### config.mk
export PLATFORM = sky130hd
export DESIGN_NAME = nibble_serial_adder
export DESIGN_NICKNAME = d
export VERILOG_FILES = /design/src/rtl/nibble_serial_adder_pkg.sv /design/src/rtl/nibble_serial_adder_four_adder.sv /design/src/rtl/nibble_serial_adder.sv
export SDC_FILE = /design/constraint.sdc
export NUM_CORES = 1
export LEC_CHECK = 0
export CELL_PAD_IN_SITES_DETAIL_PLACEMENT = 0
export CELL_PAD_IN_SITES_GLOBAL_PLACEMENT = 1
export CORE_MARGIN = 2
export CORE_UTILIZATION = 41
export DETAILED_ROUTE_END_ITERATION = 10
export GPL_TIMING_DRIVEN = 0
export PLACE_DENSITY_LB_ADDON = 0.2
export SKIP_CTS_REPAIR_TIMING = 1
export SLEW_MARGIN = 15
export SYNTH_ARGS = -nofsm -noshare
export SYNTH_HDL_FRONTEND = slang
export SYNTH_SLANG_ARGS = --single-unit
### constraint.sdc
create_clock -name clk -period 9.46 [get_ports clk]
set_input_delay 1.892 -clock clk [delete_from_list [all_inputs] [get_ports clk]]
set_output_delay 1.892 -clock clk [all_outputs]
set_load 0.01 [all_outputs]
### src/rtl/nibble_serial_adder_pkg.sv
// rtl/nibble_serial_adder_pkg.sv - shared constants for the nibble-serial adder
// Purpose: FSM state encoding and the width of the shared adder slice.
// Ports: none (package).
package nibble_serial_adder_pkg;

    localparam int NIBBLE_W = 4;

    typedef enum logic [1:0] {
        S_IDLE = 2'd0,
        S_RUN  = 2'd1,
        S_DONE = 2'd2
    } state_t;

endpackage

### src/rtl/nibble_serial_adder_four_adder.sv
// rtl/nibble_serial_adder_four_adder.sv - 4-bit ripple-carry adder cell
// Purpose: sum = a + b + c_in over one nibble, carry rippled bit by bit.
// Ports:
//   sum   out 4  nibble sum
//   c_out out 1  carry out of bit 3
//   c_in  in  1  carry into bit 0
//   a, b  in  4  nibble operands
module four_adder
    import nibble_serial_adder_pkg::*;
(
    output logic [NIBBLE_W-1:0] sum,
    output logic                c_out,
    input  logic                c_in,
    input  logic [NIBBLE_W-1:0] a,
    input  logic [NIBBLE_W-1:0] b
);

    logic [NIBBLE_W:0] carry;

    always_comb begin
        carry    = '0;
        sum      = '0;
        carry[0] = c_in;
        for (int i = 0; i < NIBBLE_W; i++) begin
            sum[i]       = a[i] ^ b[i] ^ carry[i];
            carry[i + 1] = (a[i] & b[i]) | (carry[i] & (a[i] ^ b[i]));
        end
        c_out = carry[NIBBLE_W];
    end

endmodule

### src/rtl/nibble_serial_adder.sv
// rtl/nibble_serial_adder.sv - multi-cycle WIDTH-bit adder built on one 4-bit adder
// Purpose: adds one nibble per clock, LSB first, carry chained through a register.
//   Optional macro SUBTRACT_EN adds a 'sub' port selecting a - b.
// Ports:
//   clk, rst       clock, synchronous active-high reset
//   start          request, sampled only when not busy
//   a, b, c_in     operands, captured on an accepted start
//   sub            (SUBTRACT_EN only) 1 = subtract, captured with the operands
//   busy           high while the nibbles are being processed
//   done           one-cycle pulse when sum/c_out/overflow are updated
//   sum, c_out     registered result and carry out of the MSB nibble
//   overflow       two's-complement overflow of the last operation
module nibble_serial_adder
    import nibble_serial_adder_pkg::*;
#(
    parameter int WIDTH = 16
) (
    input  logic             clk,
    input  logic             rst,
    input  logic             start,
    input  logic [WIDTH-1:0] a,
    input  logic [WIDTH-1:0] b,
    input  logic             c_in,
`ifdef SUBTRACT_EN
    input  logic             sub,
`endif
    output logic             busy,
    output logic             done,
    output logic [WIDTH-1:0] sum,
    output logic             c_out,
    output logic             overflow
);

    localparam int NIBBLES = WIDTH / NIBBLE_W;
    localparam int CNT_W   = $clog2(NIBBLES);
    localparam int ACC_W   = WIDTH - NIBBLE_W;
    localparam logic [CNT_W-1:0] LAST_CNT = CNT_W'(NIBBLES - 1);

    state_t             state_q, state_d;
    logic [WIDTH-1:0]   a_q, a_d;
    logic [WIDTH-1:0]   b_q, b_d;
    logic               carry_q, carry_d;
    logic [CNT_W-1:0]   cnt_q, cnt_d;
    logic [ACC_W-1:0]   acc_q, acc_d;
    logic [WIDTH-1:0]   sum_q, sum_d;
    logic               c_out_q, c_out_d;
    logic               ovf_q, ovf_d;

    logic               sub_eff;
    logic [NIBBLE_W-1:0] nib_a, nib_b, nib_sum;
    logic               nib_cout;
    logic [WIDTH-1:0]   full_sum;

`ifdef SUBTRACT_EN
    assign sub_eff = sub;
`else
    assign sub_eff = 1'b0;
`endif

    assign nib_a = a_q[NIBBLE_W*cnt_q +: NIBBLE_W];
    assign nib_b = b_q[NIBBLE_W*cnt_q +: NIBBLE_W];

    four_adder u_adder (
        .sum   (nib_sum),
        .c_out (nib_cout),
        .c_in  (carry_q),
        .a     (nib_a),
        .b     (nib_b)
    );

    // Finished nibbles shift in from the top of acc, so after the last
    // nibble the full result is simply {current nibble, acc}.
    assign full_sum = {nib_sum, acc_q};

    always_comb begin
        state_d = state_q;
        a_d     = a_q;
        b_d     = b_q;
        carry_d = carry_q;
        cnt_d   = cnt_q;
        acc_d   = acc_q;
        sum_d   = sum_q;
        c_out_d = c_out_q;
        ovf_d   = ovf_q;

        unique case (state_q)
            S_RUN: begin
                acc_d   = full_sum[WIDTH-1:NIBBLE_W];
                carry_d = nib_cout;
                cnt_d   = cnt_q + 1'b1;
                if (cnt_q == LAST_CNT) begin
                    state_d = S_DONE;
                    sum_d   = full_sum;
                    c_out_d = nib_cout;
                    // b_q is already the effective (possibly inverted) operand.
                    ovf_d   = (a_q[WIDTH-1] == b_q[WIDTH-1]) &&
                              (nib_sum[NIBBLE_W-1] != a_q[WIDTH-1]);
                end
            end
            S_DONE:  state_d = S_IDLE;
            default: state_d = S_IDLE;
        endcase

        // Accept in IDLE and DONE alike so back-to-back operations have no bubble.
        if (start && (state_q != S_RUN)) begin
            state_d = S_RUN;
            a_d     = a;
            b_d     = sub_eff ? ~b : b;
            carry_d = sub_eff | c_in;
            cnt_d   = '0;
        end
    end

    always_ff @(posedge clk) begin
        if (rst) begin
            state_q <= S_IDLE;
            a_q     <= '0;
            b_q     <= '0;
            carry_q <= 1'b0;
            cnt_q   <= '0;
            acc_q   <= '0;
            sum_q   <= '0;
            c_out_q <= 1'b0;
            ovf_q   <= 1'b0;
        end else begin
            state_q <= state_d;
            a_q     <= a_d;
            b_q     <= b_d;
            carry_q <= carry_d;
            cnt_q   <= cnt_d;
            acc_q   <= acc_d;
            sum_q   <= sum_d;
            c_out_q <= c_out_d;
            ovf_q   <= ovf_d;
        end
    end

    assign busy     = (state_q == S_RUN);
    assign done     = (state_q == S_DONE);
    assign sum      = sum_q;
    assign c_out    = c_out_q;
    assign overflow = ovf_q;

endmodule

# Yosys cells after proc, flatten, opt, wreduce, memory -nomap -nowiden
# Index checks and enable logic that the tools add are counted.
[totals] reg_bits=67 latchBits=0 mem_bits_rw=0 romBits=0 output_inout_bits=20 memories=0
[classes] addsub=1 mul=0 n_div=0 order_cmp=0 n_eq_ne=7 shift=2 muxes=5 bitwise_logic=21 reduce_logical=6
[op_table] cell="$shiftx A16 B5 Y4" count=2
[op_table] cell="$and A1 B1 Y1" count=8
[op_table] cell="$xor A1 B1 Y1" count=8
[op_table] cell="$mux W1" count=5
[op_table] cell="$eq A2 B2 Y1 const B" count=2
[op_table] cell="$or A1 B1 Y1" count=4
[op_table] cell="$ne A3 B1 Y1 const B" count=1
[op_table] cell="$reduce_or A3 Y1" count=1
[op_table] cell="$add A2 B1 Y2 const B" count=1
[op_table] cell="$eq A2 B1 Y1 const B" count=1
[op_table] cell="$logic_and A1 B1 Y1" count=2
[op_table] cell="$ne A2 B1 Y1 const B" count=1
[op_table] cell="$reduce_and A2 Y1" count=1
[op_table] cell="$reduce_bool A2 Y1" count=1
[op_table] cell="$reduce_or A2 Y1" count=1
[op_table] cell="$eq A1 B1 Y1" count=1
[op_table] cell="$ne A1 B1 Y1" count=1
[op_table] cell="$not A1 Y1" count=1

# Depth between registers and ports, before layout
# Gate-level depths: netlist (run 1).
[logic_depth] depth_word=12 depth_mapped=12 depth_no_buf=11

# Cells and area by module
# From an unflattened synthesis (run 1), not the netlist that was laid out.
[unflattened] hier_cells=285 hier_area_um2=2723.9
[modules_own_cells] mod="nibble_serial_adder" instances=1 cells_each=271 area_per_inst_um2=2606.2 seq_area_each_um2=1341.3
[modules_own_cells] mod="four_adder" instances=1 cells_each=14 area_per_inst_um2=117.6 seq_area_each_um2=0.0

# Least setup slack after synthesis (run 1)
# No wires, ideal clock.
[synth_timing] path_type="register to register" start="register cnt_q[0]" end="register ovf_q (netlist: overflow)" setup_time_ps=59 arrival_ps=3082 path_slack_ps=6320 stages_incl_launch_ff=13 path_buffers=1 synth_period_minus_slack_ps=3140 cell_sequence="dfxtp_1 > buf_2 > mux4_2 > fa_1 > inv_1 > fa_1 > inv_1 > fa_1 > inv_1 > fa_1 > or3_1 > nand2_1 > a22o_1"
[synth_via] elab_chain_len=11
[synth_lines] item="from (decl)" line_no="nibble_serial_adder.sv:43" rtl="logic [CNT_W-1:0] cnt_q, cnt_d;"
[synth_lines] item="from (signal assigned)" line_no="nibble_serial_adder.sv:130" rtl="cnt_q <= cnt_d;"
[synth_lines] item="$shiftx A16 B5 Y4 (on tied branches)" line_no="nibble_serial_adder.sv:60, nibble_serial_adder.sv:61"
[synth_lines] item="$xor A1 B1 Y1" line_no="nibble_serial_adder_four_adder.sv:26" rtl="carry[i + 1] = (a[i] & b[i]) | (carry[i] & (a[i] ^ b[i]));"
[synth_lines] item="$and A1 B1 Y1" line_no="nibble_serial_adder_four_adder.sv:26"
[synth_lines] item="$or A1 B1 Y1" line_no="nibble_serial_adder_four_adder.sv:26"
[synth_lines] item="$and A1 B1 Y1" line_no="nibble_serial_adder_four_adder.sv:26"
[synth_lines] item="$or A1 B1 Y1" line_no="nibble_serial_adder_four_adder.sv:26"
[synth_lines] item="$and A1 B1 Y1" line_no="nibble_serial_adder_four_adder.sv:26"
[synth_lines] item="$or A1 B1 Y1" line_no="nibble_serial_adder_four_adder.sv:26"
[synth_lines] item="$xor A1 B1 Y1" line_no="nibble_serial_adder_four_adder.sv:25" rtl="sum[i] = a[i] ^ b[i] ^ carry[i];"
[synth_lines] item="$ne A1 B1 Y1" line_no="nibble_serial_adder.sv:97" rtl="(nib_sum[NIBBLE_W-1] != a_q[WIDTH-1]);"
[synth_lines] item="$logic_and A1 B1 Y1" line_no="nibble_serial_adder.sv:96" rtl="ovf_d = (a_q[WIDTH-1] == b_q[WIDTH-1]) &&"
[synth_lines] item="to (signal assigned)" line_no="nibble_serial_adder.sv:134" rtl="ovf_q <= ovf_d;"
[synth_lines] item="to (decl)" line_no="nibble_serial_adder.sv:47" rtl="logic ovf_q, ovf_d;"
# Several ways; a longest one is shown, not always the timed one.
# A chain may end at the register's enable or synchronous reset.

# Worst setup path in the final report (run 1)
[layout_timing] start="register state_q[1]" end="output busy"
[layout_via] elab_chain_len=1
[layout_lines] item="from (decl)" line_no="nibble_serial_adder.sv:39" rtl="state_t state_q, state_d;"
[layout_lines] item="from (signal assigned)" line_no="nibble_serial_adder.sv:126" rtl="state_q <= state_d;"
[layout_lines] item="$eq A2 B1 Y1" line_no="nibble_serial_adder.sv:138" rtl="assign busy = (state_q == S_RUN);"
[layout_lines] item="to (decl)" line_no="nibble_serial_adder.sv:27" rtl="output logic busy,"
# No other way between the ends.

==> metrics.md, run 1 <==
| Metric | Value |
|---|---|
| Unique masters post-synth | 29 |
| Detail Route Antenna Nets | 0 |
| Mapped Nets | 321 |
| DR WL/cell | 15.1 um |
| Port bufs | 54 |
| Slowest stage cell, crit path | clkdlybuf4s50_1 |
| Largest net degree at the start of global routing | 13 |
| Final Total Pwr | 0.630 mW |
| Worst slew margin | 62.9% |
| DRT Pass-1 Iters | 4 |
| VDD IR-drop max | 0.000137 V |
| Core area | 6390 sq um |
| CTS sink count | 67 |
| Synthesis Warnings | 0 |
| Clock Latency Late Sink | 0.34 ns |
| CP arrival | 1.70 ns |
| Sw frac | 24.6% |
| Hold_sp | acc_q[2] |
| Reg clk slew, reported paths | 0.08 ns |
| Crit-path cells | nand2b_4 -> inv_4 -> buf_2 -> clkdlybuf4s50_1 |
| Net switching power | ~0.15 mW |
| Hold Path Stages | 2 |
| Row cnt | 29 |
| Fin util | between 50% and 60% |
| MaxCap Viol Count | 0 |
| Via count | 2,294 |
| Status | complete, no violations |
| Synth Flop Type | dfxtp_1 |
| Vias per cell | between 5 and 6 |
| Diodes inserted | 0 |
| Initial antenna violation count | 0 |
| Hold Path Class | reg2reg |
| Final wirelength | 6.46 mm |
| Leakage power | 1.28 nW |
| Commonest non-fill, non-tap cell in the layout | dfxtp_1 |
| CP endpoint kind | primary output |
| Flops & latches, synth | 67 |
| Netlist Area Pre-Place | 2710 sq um |
| Total global-route track usage | 19.2% |
| Initial core utilization | 42.4% |
| Fmax | between 200 and 300 MHz |
| Fin cells | ~430 |
| Die Y | 85.3 um |
| # DRC | 0 |
| Syn Inst Count | 280 |
| Hpwl dp | 4.66 mm |
| Clock buffer count from CTS | 9 |
| Post-synth EDFFs | 0 |
| Die Wd | ~85 um |
| Die Area | 7270 sq um |
| CTS tree | yes |
| WHS Endpoint | acc_q[2] |
| FILL cells | 615 |
| Flop pwr share | 47.5% |
| Placer Congestion | roughly 0.82 |
| Clk buf depth | 2 |
| DRT iter0 DRCs | 103 |
| Hold_ws | 0.459 ns |
| Layout cell share with drive strength beyond 1 | 13.1% |
| RSZ-0062 raised after global routing | false |
| Final Skew | 0.00778 ns |
| Critical R2R Launch | cnt_q[0] |
| Fin. Hold Viols | 0 |
| Vias in the first global route | 2,216 |
| Syn_area_per_cell | 9.67 sq um |
| Clock root buffer master | clkbuf_8 |
| R2R setup slack | approximately 6 ns |
| Most frequent cells in the layout | dfxtp_1, clkdlybuf4s50_1, a21oi_1 |
| Dpl cells | just over 400 |
| Synthesis-to-layout area growth | 31.5% |
| Total negative slack | 0 ns |
| Max-slew violation count | 0 |
| GRT overflow | 0 |
| Tmin final | 3.60 ns |
| Final #Nets | ~390 |
| Startpoint type of the worst setup path | flip-flop |
| WS Path Type | reg2out |
| Clock power frac | 41.3% |
| Crit share post-route | a little under two fifths |
| First-pass GRT wire length | 10.7 mm |
| Required @ worst endpoint | 7.57 ns |
| H-tree Lvls | 3 |
| Largest fanout on the critical path | 10 |
| Final setup fails | 0 |
| Comb pwr share | 11.2% |
| Power density over the cells | 177 nW/um^2 |
| Num ports | 56 |
| CP peak stage delay | 0.56 ns |
| R2r endpoint | overflow |
| Sequential-to-total area share from yosys stat | 49.5% |
| Worst-Margin Slew | about 0.56 ns |
| Worst R2R Path Depth | 12 |
| Ys async rst share | 0% |
| Pint | 0.475 mW |
[flip-flops by register name, summed over array words and instances, names as in the netlist]
| signal | count |
|---|---|
| cnt_q | 2 |
| a_q | 16 |
| b_q | 16 |
| overflow | 1 |
| acc_q | 12 |
| sum | 16 |
| state_q | 2 |
| carry_q | 1 |
| c_out | 1 |
[logic make-up (layout without fill, tap and decap cells)]
kind of cell / Yosys count / after routing / synth area share, %
buffers and inverters: 36 / 106 / 6.70
adder cells (fa/ha/maj): 5 / 5 / 3.42
AO/OA/AOI/OAI: 100 / 100 / 22.2
AND/OR/NAND/NOR: 63 / 63 / 11.2
multiplexers: 8 / 8 / 6.65
flip-flops: 67 / 67 / 49.5
XOR/XNOR: 1 / 1 / 0.323
[per-stage QoR]
stage	setup WS (ns)	cell area, sq um
2_1_floorplan	6.32	2710
3_3_place_gp	6.02	3350
3_5_place_dp	6.02	3350
4_1_cts	5.84	3560
5_1_grt	5.79	3560
6_report	5.86	3560
[cell usage after synthesis, types with 4 or more instances]
cell type / n / share of area, %
a211oi_1: 5 / 1.4
o21ai_0: 32 / 5.9
dfxtp_1: 67 / 50
a21oi_1: 42 / 7.8
inv_1: 8 / 1.1
a22o_1: 15 / 4.9
buf_2: 9 / 1.7
nand3_1: 33 / 6.1
fa_1: 4 / 3.0
mux4_2: 8 / 6.7
clkbuf_1: 8 / 1.1
nand2_1: 23 / 3.2
[worst max path at each step]
stage / end / depth (start not counted) / from
2_1_floorplan: overflow / 12 / cnt_q[0]
3_5_place_dp: overflow / 12 / cnt_q[0]
4_1_cts: busy / 4 / state_q[1]
5_1_grt: busy / 4 / state_q[1]
3_3_place_gp: overflow / 12 / cnt_q[0]
6_report: busy / 4 / state_q[1]
[power groups by stage]
stage	Combinational, mW	Clock (mW)	Sequential (mW)
final	0.0707	0.260	0.299
after global placement	0.0709	0	0.305
after global routing	0.0790	0.277	0.300
after detailed placement	0.0716	0	0.306
after floorplan	0.0430	0	0.303
after CTS	0.0718	0.265	0.299
[critical path: cells and delay by family (launching register included)]
family        cells  cell delay (ns)
buf+inv           3             0.90
flops             1             0.31
simple gates      1             0.15
[routing by layer]
metal  routed length [um]  global-route usage (%)  up-vias
li1                     -                       -     1135
met1                 2930                    24.5     1091
met2                 3120                    30.9       56
met3                  263                    3.50       12
met4                  141                    10.2        0
met5                    0                       0        -
[final cells by class]
class / instances / area, sq um / share of cell area, %
buffer: 26 / 141 / 3.97
clock buffer: 9 / 124 / 3.48
multi-input combinational: 177 / 1190 / 33.3
sequential: 67 / 1340 / 37.7
timing repair buffer: 54 / 541 / 15.2
tap: 77 / 96.3 / 2.70
inverter: 10 / 40.0 / 1.12
clock inverter: 7 / 92.6 / 2.60
(Power assumes the default switching activity.)
==> inputs of run 2 (changes only) <==
--- a/config.mk
+++ b/config.mk
@@ -8,7 +8,7 @@
 export CELL_PAD_IN_SITES_DETAIL_PLACEMENT = 0
 export CELL_PAD_IN_SITES_GLOBAL_PLACEMENT = 1
 export CORE_MARGIN = 2
-export CORE_UTILIZATION = 41
+export CORE_UTILIZATION = 35
 export DETAILED_ROUTE_END_ITERATION = 10
 export GPL_TIMING_DRIVEN = 0
 export PLACE_DENSITY_LB_ADDON = 0.2
==> constraint.sdc (replaced) <==
create_clock -name clk -period 2.9 [get_ports clk]
set_input_delay 0.58 -clock clk [delete_from_list [all_inputs] [get_ports clk]]
set_output_delay 0.58 -clock clk [all_outputs]
set_load 0.01 [all_outputs]
==> run 2 against run 1 <==
  * The flow now finishes with violations (negative setup slack)
  * Sequential share of layout area decreased by 0.88 points
  * Worst hold slack gained 0.0037 ns
  * Clock-buffer cell count is the same
  * Highest routed layer unchanged
==> metrics.md, run 2 (synthesis gave the netlist of run 1 again) <==
| Metric | Value |
|---|---|
| Status | complete, but fails checks |
| Failing checks | negative setup slack |
| Max-slew violation count | 0 (unchanged) |
| Most frequent cells in the layout | dfxtp_1, clkdlybuf4s50_1, a21oi_1 |
| Fmax | 324 MHz |
| Row cnt | 32 (+10%) |
| DRT Pass-1 Iters | 4 (unchanged) |
| GRT overflow | 0 (unchanged) |
| Vias in the first global route | 2,169 (-2.1%) |
| CTS sink count | 67 (unchanged) |
| Placer Congestion | 0.747 (-9.4%) |
| R2R setup slack | -0.19 ns (-6.23 ns) |
| Total negative slack | -0.188 ns (-0.188 ns) |
| Worst slew margin | 66.3% (+3.5 points) |
| Layout cell share with drive strength beyond 1 | 16.1% (+3.0 points) |
| Area of the multi-input gates | 1190 sq um (+0.63%) |
| Final Total Pwr | 2.06 mW (+230%) |
| Required @ worst endpoint | 3.18 ns (-4.39 ns) |
| Synthesis-to-layout area growth | 34.8% |
| DRT iter0 DRCs | 96 (-6.8%) |
| Fin. Hold Viols | 0 (unchanged) |
| Worst-Margin Slew | 0.505 ns (-0.0519 ns) |
| Hold Path Class | reg2reg |
| CTS tree | yes |
| Core area | 7610 sq um (+19%) |
| Clk buf depth | 2 (unchanged) |
| CP endpoint kind | flip-flop |
| Detail Route Antenna Nets | 0 (unchanged) |
| Largest fanout on the critical path | 7 (-3) |
| Hpwl dp | 4.83 mm (+3.7%) |
| MaxCap Viol Count | 0 (unchanged) |
| Initial antenna violation count | 0 (unchanged) |
| Num ports | 56 (unchanged) |
| # DRC | 0 (unchanged) |
| Die Wd | 92.0 um (+7.8%) |
| Clock root buffer master | clkbuf_8 |
| Via count | 2,257 (-1.6%) |
| Final #Nets | 390 (+1.0%) |
| Largest net degree at the start of global routing | 13 (unchanged) |
| Die Y | 92.0 um (+7.8%) |
| Leakage power | 1.30 nW (+1.1%) |
| Final Skew | 0.00824 ns (+0.000459 ns) |
| FILL cells | 756 (+23%) |
| Worst R2R Path Depth | 12 (unchanged) |
| Final wirelength | 6.59 mm (+2.0%) |
| Tmin final | 3.09 ns |
| Clock buffer count from CTS | 9 (unchanged) |
| Commonest non-fill, non-tap cell in the layout | dfxtp_1 |
| Reg clk slew, reported paths | 0.08 ns (about the same) |
| Die Area | 8460 sq um (+16%) |
| Port bufs | 54 (unchanged) |
| Hold Path Stages | 2 (unchanged) |
| Crit share post-route | 106% |
| Final worst slack | -0.188 ns (-6.05 ns) |
| Hold_sp | acc_q[2] |
| Critical R2R Launch | cnt_q[0] |
| RSZ-0062 raised after global routing | true |
| Total global-route track usage | 16.5% (-2.7 points) |
| Vias per cell | 4.95 (-7.9%) |
| CP arrival | 3.37 ns (+1.67 ns) |
| Initial core utilization | 35.6% (-6.8 points) |
| Fin util | 48.0% (-7.8 points) |
| R2r endpoint | overflow |
| Startpoint type of the worst setup path | flip-flop |
| WS Path Type | reg2reg |
| First-pass GRT wire length | 10.8 mm (+0.77%) |
| Clock Latency Late Sink | 0.34 ns (about the same) |
| DR WL/cell | 14.4 um (-4.5%) |
| Sequential cell area | 1340 sq um (about the same) |
| VDD IR-drop max | 0.000203 V (+48%) |
| Diodes inserted | 0 (unchanged) |
| Power density over the cells | 565 nW/um^2 (+220%) |
| WHS Endpoint | acc_q[2] |
| H-tree Lvls | 3 (unchanged) |
| Final setup fails | 1 (+1) |
run 2: changes by cell type in the layout (fill, tap and decap cells not counted), moves of 2 or more:
cell        delta
buf_4          +4
clkinvlp_4     +3
fa_1           -3
fa_2           +3
clkinv_4       -2
inv_1          -2
inv_2          +2
run 2: power by group:
part           internal, mW  total, mW  leakage (nW)  switching (mW)
Sequential            0.956      0.977         0.546          0.0212
Clock                 0.480      0.844         0.101           0.363
Combinational         0.121      0.243         0.649           0.122
Total                  1.56       2.06          1.30           0.506
run 2: critical path, cell delays in order (launching register included):
cell and delay (ns):
dfxtp_2 0.36, buf_12 0.12, mux4_2 0.53, fa_2 0.38, inv_2 0.06, fa_1 0.14
inv_1 0.05, fa_2 0.33, inv_2 0.06, fa_2 0.46, or3_1 0.32, nand2_1 0.08
a22o_1 0.12
run 2: worst max-delay path by stage:
stage / from / to / slack, ns / cells after the start
final: cnt_q[0] / overflow / -0.19 / 12
after global routing: cnt_q[0] / overflow / -0.31 / 12
after CTS: cnt_q[1] / overflow / -0.50 / 12
after detailed placement: cnt_q[1] / overflow / -0.48 / 12
after global placement: cnt_q[1] / overflow / -0.46 / 12
after floorplan: cnt_q[0] / overflow / -0.09 / 12
run 2: area by class of cell:
class / instances / share of cell area [%]
clock inverter: 7 / 2.54
sequential: 67 / 36.8
multi-input combinational: 177 / 32.7
inverter: 10 / 1.10
timing repair buffer: 58 / 15.6
tap: 102 / 3.50
clock buffer: 9 / 3.39
buffer: 26 / 4.39
run 2: metal layers:
layer	wire (um)	GRT usage, %
met3	281	3.62
met1	3200	22.4
met4	98	6.34
met5	0	0
met2	3000	25.7
run 2: stage by stage:
stage	setup slack, ns	hold WS (ns)	cell area [sq um]	cells
after global routing	-0.308	0.487	3650	456
after floorplan	-0.0903	0.436	2720	280
after global placement	-0.456	0.450	3390	436
after CTS	-0.504	0.469	3610	452
after detailed placement	-0.484	0.455	3390	436
final	-0.188	0.463	3650	456
